--- config.mk ---
export PLATFORM = sky130hd
export DESIGN_NAME = dino_motion_ctrl
export DESIGN_NICKNAME = d
export VERILOG_FILES = /design/src/rtl/dino_motion_ctrl.sv
export SDC_FILE = /design/constraint.sdc
export NUM_CORES = 1
export LEC_CHECK = 0
export ABC_AREA = 1
export BUFFER_PORTS_ARGS = -buffer_cell sky130_fd_sc_hd__buf_2
export CORE_MARGIN = 2
export CORE_UTILIZATION = 40
export DETAILED_ROUTE_END_ITERATION = 12
export GPL_ROUTABILITY_DRIVEN = 0
export GPL_TIMING_DRIVEN = 0
export PLACE_DENSITY = 0.57
export SLEW_MARGIN = 30
export SYNTH_ARGS = -nofsm -noshare
export SYNTH_HDL_FRONTEND = slang
export SYNTH_SLANG_ARGS = --single-unit
--- constraint.sdc ---
create_clock -name clk -period 2.65 [get_ports clk]
set_clock_uncertainty 0.05 [all_clocks]
set_input_delay 0.3975 -clock clk [delete_from_list [all_inputs] [get_ports clk]]
set_output_delay 0.3975 -clock clk [all_outputs]
set_load 0.02 [all_outputs]
--- src/rtl/dino_motion_ctrl.sv ---
// Vertical jump/fall controller for the dino sprite, advanced once per frame_tick.
// Optional DINO_FASTFALL_EN: holding duck while airborne aborts the rise and falls faster.
module dino_motion_ctrl #(
  parameter int Y_W        = 10,
  parameter int GROUND_Y   = 380,
  parameter int JUMP_V     = 12,
  parameter int GRAVITY    = 1,
  parameter int MAX_FALL_V = 15
) (
  input  logic           clk,
  input  logic           rst,
  input  logic           frame_tick,
  input  logic [1:0]     gamestate,
  input  logic           jump_btn,
  input  logic           duck_btn,
  output logic [Y_W-1:0] dino_y,
  output logic           is_on_ground,
  output logic           is_lying,
  output logic           jump_start
);

  typedef enum logic [1:0] {
    GROUND  = 2'b00,
    RISING  = 2'b01,
    FALLING = 2'b10
  } state_t;

  localparam logic [Y_W-1:0] GND_Y  = Y_W'(GROUND_Y);
  localparam logic [Y_W-1:0] JMP_V  = Y_W'(JUMP_V);
  localparam logic [Y_W-1:0] GRAV_V = Y_W'(GRAVITY);
  localparam logic [Y_W-1:0] MAX_V  = Y_W'(MAX_FALL_V);
  localparam logic [Y_W:0]   INC1   = (Y_W+1)'(GRAVITY);
  localparam logic [Y_W:0]   INC3   = (Y_W+1)'(3 * GRAVITY);

  state_t         state;
  logic [Y_W-1:0] vel;
  logic           jump_prev;
  logic           jump_pend;

  logic           running;
  logic           dead;
  logic           jump_edge;
  logic           jump_req;
  logic           fast;
  logic [Y_W:0]   nv_sum;
  logic [Y_W-1:0] nv;
  logic [Y_W:0]   land_sum;

  assign running   = (gamestate == 2'b01);
  assign dead      = (gamestate == 2'b10);
  assign jump_edge = jump_btn & ~jump_prev;
  // an edge on the tick clk itself still launches on that tick
  assign jump_req  = jump_pend | jump_edge;

`ifdef DINO_FASTFALL_EN
  assign fast = duck_btn;
`else
  assign fast = 1'b0;
`endif

  assign nv_sum   = {1'b0, vel} + (fast ? INC3 : INC1);
  assign nv       = (nv_sum > {1'b0, MAX_V}) ? MAX_V
                                             : nv_sum[Y_W-1:0];
  assign land_sum = {1'b0, dino_y} + {1'b0, nv};

  always_ff @(posedge clk) begin
    if (rst || !(running || dead)) begin
      state        <= GROUND;
      dino_y       <= GND_Y;
      vel          <= '0;
      is_on_ground <= 1'b1;
      is_lying     <= 1'b0;
      jump_start   <= 1'b0;
      jump_pend    <= 1'b0;
      jump_prev    <= 1'b0;
    end else begin
      jump_prev    <= jump_btn;
      jump_start   <= 1'b0;
      is_on_ground <= (state == GROUND);
      is_lying     <= running & duck_btn
                      & (state == GROUND);

      // requests never outlive the tick that follows them
      if (frame_tick)
        jump_pend <= 1'b0;
      else if (jump_edge)
        jump_pend <= 1'b1;

      if (frame_tick && running) begin
        unique case (state)
          GROUND: begin
            if (jump_req) begin
              state      <= RISING;
              vel        <= JMP_V;
              jump_start <= 1'b1;
            end
          end
          RISING: begin
            if (fast) begin
              vel   <= '0;
              state <= FALLING;
            end else begin
              dino_y <= dino_y - vel;
              if (vel <= GRAV_V) begin
                vel   <= '0;
                state <= FALLING;
              end else begin
                vel <= vel - GRAV_V;
              end
            end
          end
          FALLING: begin
            if (land_sum >= {1'b0, GND_Y}) begin
              dino_y <= GND_Y;
              vel    <= '0;
              state  <= GROUND;
            end else begin
              dino_y <= land_sum[Y_W-1:0];
              vel    <= nv;
            end
          end
          default: begin
            state <= GROUND;
            vel   <= '0;
          end
        endcase
      end
    end
  end

endmodule
[After elaboration in Yosys (flattened, before gate mapping)]
Index checks and enable logic that the tools add are counted.
Widths: inputs -> output; s select.
Cells by class
  add/sub/neg operators: 4
  order comparisons: 3
  equality and inequality tests: 7
  muxes and demuxes: 12
  bitwise gates (word level): 7
  reductions and logical operators: 11
Operator list (number)
  $mux 10: 5
  $pmux 10 s3: 1
  $pmux 10 s2: 1
  $add 10x1->11 const B: 1
  $add 10x10->11: 1
  $ge 11x9->1 const B: 1
  $gt 11x4->1 const B: 1
  $le 10x1->1 const B: 1
  $sub 10x1->10 const B: 1
  $sub 10x10->10: 1
  $mux 2: 3
  $ne 2x2->1 const B: 3
  $pmux 2 s3: 1
  $eq 2x1->1 const B: 2
  $eq 2x2->1 const B: 2
  $reduce_and 2->1: 2
  $reduce_and 4->1: 1
  $and 1x1->1: 3
  $not 1->1: 3
  $reduce_or 3->1: 1
  $logic_not 2->1: 1
  $logic_or 1x1->1: 2
  $reduce_bool 2->1: 1
  $reduce_or 2->1: 1
  4 further kinds: 4
Word-level totals
  flip-flop bits (word level): 27
  input bits: 7
  output and inout port bits: 13
  word-level logic and storage cells: 52

[Depth between registers and ports, before layout]
  depth after elaboration: 7
  mapped depth: 25
  mapped depth without buffers: 25

[Least setup slack after synthesis]
OpenSTA, ideal clock, no wires.
  path type: flip-flop to flip-flop
  start: register vel[0]
  end: register state[0]
  setup time: 0.113 ns
  data arrival time: 2.781 ns
  data required time: 2.487 ns
  path slack: -0.294 ns
  stages on the path, launching flop included: 24
  buffers on the path: 0
  clock period less this slack: 2.944 ns
  cells stage by stage: dfxtp_1 inv_1 ha_1 inv_1 nor2_1 nand4_1 nand3_1 nor2_1 nand3_1 ha_1 inv_1 fa_1 inv_1 nand3_1 nand3b_1 nand2_1 nor2_1 nand3_1 nand2_2 nand2_4 nand2_4 nand3_2 nor2_1 nor2_1
Between the ends
  longest elaborated chain between the ends: 7
  elaborated cells on any way between the ends: 9
  those cells by class: add/sub (2); order compare (3); eq/ne (2); mux (1); reduce/logical (1)
RTL lines
  from (decl): line 36  | logic [Y_W-1:0] vel;
  from (signal assigned): line 108  | vel <= vel - GRAV_V;
  from (signal assigned): line 119  | vel <= nv;
  $add 10x1->11: line 61  | assign nv_sum = {1'b0, vel} + (fast ? INC3 : INC1);
  $gt 11x4->1: line 62  | assign nv = (nv_sum > {1'b0, MAX_V}) ? MAX_V
  $mux 10: line 62
  $add 10x10->11: line 64  | assign land_sum = {1'b0, dino_y} + {1'b0, nv};
  $ge 11x9->1: line 113  | if (land_sum >= {1'b0, GND_Y}) begin
  $ne 2x2->1 (no line)
  $reduce_and 4->1 (no line) (*)
  to (signal assigned): line 68  | state <= GROUND;
  to (signal assigned): line 116  | state <= GROUND;
  to (signal assigned): line 123  | state <= GROUND;
  to (decl): line 35  | state_t state;
Every way passes the cells marked *; elsewhere a longest branch is shown, timed or not.
A chain may end at the register's enable or synchronous reset.

[Worst setup path in the final report]
  start: register vel[1]
  end: register dino_y[6]
Between the ends
  longest elaborated chain between the ends: 7
  elaborated cells on any way between the ends: 8
  those cells by class: add/sub (3); order compare (2); mux (3)
RTL lines
  $add 10x1->11: line 61
  $gt 11x4->1: line 62
  $mux 10: line 62
  $add 10x10->11: line 64
  $ge 11x9->1: line 113
  $mux 10: line 113
  $pmux 10 s2 (*): line 90  | unique case (state)
  to (signal assigned): line 103  | dino_y <= dino_y - vel;
  to (signal assigned): line 118  | dino_y <= land_sum[Y_W-1:0];
  to (decl): line 16  | output logic [Y_W-1:0] dino_y,
Marked as above.

==> results.toml <==
[run_status]
status = "finished with violations"
violations = "setup timing"

[worst_setup_path]
crit_family = "simple AND/OR/NAND/NOR gates"
cpPeakStageDelay_ps = 410
crit_buf_inv = 4
crit_path_cell_trace = "buf_6 -> nand3_4 -> nor2_4 -> nand2_2 -> xor2_2 -> nor2_2 -> buf_6 -> nand2_2 -> nor2_4 -> inv_2 -> ha_4 -> nand3_2 -> nand3_2 -> buf_4 -> nand2_1 -> nand2_1 -> nand2_1 -> nand2_2 -> nand2_2 -> nand2_4 -> nand2_8 -> o211ai_1 -> nand2_1"
required_ps = 2790
critPathArrivalTime_ps = 3240
endpoint = "dino_y[6]"
worstSetupEndpointType = "flip-flop"
cp.depth = 23
r2r_slack_ps = -450
critPathKind = "flip-flop to flip-flop"
rr_worst_depth = 23
crit_fanout = 8
startpoint_type = "flip-flop"
reg2reg_to = "dino_y[6]"
r2r-start = "vel[1]"
critical_path.slowest_cell = "dfxtp_4"
worstSetupStartpoint = "vel[1]"

[placed_design]
dp_slack_ps = -593
port_buffers = 19
place_inst = 489
placed_area_um2 = 2840
dpl.hpwl_um = 5170

[global_route]
grt_max_degree = 18
grt_util_all_layers_pct = 19.8
grt_pass1_wl_um = 11300
first_global_vias = 2372
overflow = 0
antenna_found_initial = 0

[floorplanning]
dieWidth_um = 83.9
num_rows = 29
start_util_pct = 40.7
dieArea_um2 = 7040
die_h_um = 83.9
core_um2 = 6280
io_pins = 20

[sta]
fin_crit_sh_pct = 117
drv_slew = 0
period_minus_slack_ps = 3100
hold_viol = 0
setup_viol = 15
slew_headroom_pct = 62.7
rsz0062_at_grt = "yes"
fmax_ghz = 0.323
worst_slew_pin_slew_ps = 560
finalWorstSetupSlack_ps = -448
fin_setup_tns_ps = -5870

[clock_tree]
htreeDepth = 1
cts_tree = "done"
cts_made_buffers = 3
clock_latency_ps = 290
clock_path_buffers = 2
clkTransAtPathRegs_ps = 110
cts.sinks = 27
cts_hold_buf = 0
clockRootBuffer = "clkbuf_8"

[yosys]
synth_ff_type = "dfxtp_1"
synth_cell_types = 39
syn_area_um2 = 2550
synth_cells = 388
ys_warn_count = 0
synth_area_leader_cell = "dfxtp_1"
ys_seq_elements = 27
synth_seq_area_share_pct = 21.2
synth_edf_count = 0
avgSynthCellArea_um2 = 6.58
synth_area_leaders = "dfxtp_1 (21%), ha_1 (14%), nand2_1 (12%)"
synth_top_area_share_pct = 21.2
synth_common_cells = "nand2_1 (79), inv_1 (57), a21oi_1 (37)"
synthArstFlopShare_pct = 0
synth.most_common_cell = "nand2_1"

[drt]
vias = 2544
wl_per_cell_um = 13.7
drt_iter0_drc = 108
via_per_inst = 5.02
postRouteWirelength_um = 6930
drcViolationCount = 0
dr.pass1.iters = 4
ant_nets = 0

[final_layout]
area_growth_pct = 26.4
fin_nets = 468
antenna_cells = 0
final_layout_size_suffix_gt1_share_pct = 27.7
fillerInstances = 664
instances_no_fill = 507
final_area_um2 = 3230

[run]
max_cap_viol_count = 0

[power]
p_comb_share_pct = 18.1
switching_power_mw = 0.257
p_leak_nw = 1.50
clkPwrFrac_pct = 32.5
ir_drop_mv = 0.237
power_density_nw_per_um2 = 257
swShare_pct = 31.1
p_int_mw = 0.571
p_seq_share_pct = 49.3

[worst_hold_path]
hold_class = "primary input to flip-flop"
worst min-delay path by stage:
stage,cells past startpoint,from,end,slack [ps]
floorplan,2,vel[9],vel[9],410
global placement,2,vel[9],vel[9],440
detailed placement,2,vel[9],vel[9],450
CTS,2,frame_tick,jump_pend,210
global route,2,frame_tick,jump_pend,220
finish,2,frame_tick,jump_pend,220
stage by stage:
step | utilization, % | total power, mW | hold slack (ps)
2_1_floorplan | - | 0.517 | 409
3_3_place_gp | 45.2 | 0.546 | 442
3_5_place_dp | 45.2 | 0.547 | 446
4_1_cts | 49.1 | 0.823 | 214
5_1_grt | 51.4 | 0.872 | 218
6_report | 51.4 | 0.828 | 221
power by group through the flow:
stage	combinational [mW]	sequential, mW	clock, mW
floorplan	0.0980	0.419	0
global placement	0.128	0.418	0
detailed placement	0.129	0.418	0
CTS	0.134	0.409	0.280
global route	0.170	0.409	0.293
finish	0.150	0.409	0.270
timing repair:
action	4_1_cts	5_1_grt
setup endpoints to repair	15	15
endpoints found under the hold margin	0	0
pin swaps	26	23
setup buffers	10	4
resized for setup	27	30
registers in the layout, summed over array words and instances, names as in the netlist:
name,cells
jump_prev,1
is_on_ground,1
is_lying,1
dino_y,10
state,2
jump_start,1
jump_pend,1
vel,10
area by class of cell:
type | instances | area [um2] | share of cell area (%)
Buffer | 7 | 42.5 | 1.32
Sequential cell | 27 | 548 | 17.0
Clock inverter | 1 | 8.76 | 0.271
Clock buffer | 3 | 41.3 | 1.28
Inverter | 62 | 238 | 7.36
Multi-Input combinational cell | 297 | 2050 | 63.4
Timing Repair Buffer | 33 | 208 | 6.43
Tap cell | 77 | 96.3 | 2.98
metal layers:
metal	GRT usage (%)	wire [um]	up-vias
li1	-	-	1353
met1	27.7	3510	1143
met2	32.9	3190	44
met3	2.87	173	4
met4	3.23	55	0
met5	0	0	-
worst register-to-register path, stage by stage, from the launching register on:
cell      delay [ps]
dfxtp_4          410
buf_6            120
nand3_4           80
nor2_4           110
nand2_2           80
xor2_2           180
nor2_2           190
buf_6            140
nand2_2           60
nor2_4           140
inv_2             70
ha_4             270
nand3_2           80
nand3_2           80
buf_4            110
nand2_1           70
nand2_1           70
nand2_1           50
nand2_2           70
nand2_2           60
nand2_4          130
nand2_8          100
o211ai_1         180
nand2_1           70
placed cells by master (no fill, tap or decap), types with 3 or more instances in the layout:
master and instances:
buf_4 14, clkbuf_8 3, nand3_2 9, buf_6 3, ha_4 5, nor2_4 4, nor2_1 24, dfxtp_1 25
nor3_1 5, nand3_4 4, xnor2_1 3, a21oi_2 5, nand4_1 7, inv_2 9, xor2_1 8, buf_2 20
o211ai_1 5, nor2_2 5, conb_1 6, clkbuf_1 3, nand2_2 19, nand2_1 63, inv_1 51, o21ai_0 19
nand2_4 5, nand3_1 18, ha_1 23, nand3b_1 3, a21oi_1 34
logic make-up (layout without fill, tap and decap cells):
group,after synthesis,after routing,share of synthesized area (%)
and+or+nand+nor,173,173,31.6
adders and majority gates,30,30,15.3
DFF,27,27,21.2
AOI/OAI and AO/OA,75,75,16.7
xor gates and xnor gates,13,13,4.46
buffers and inverters,69,106,10.6
other,1,6,0.147
No activity file was read; power rests on OpenSTA's default activity.
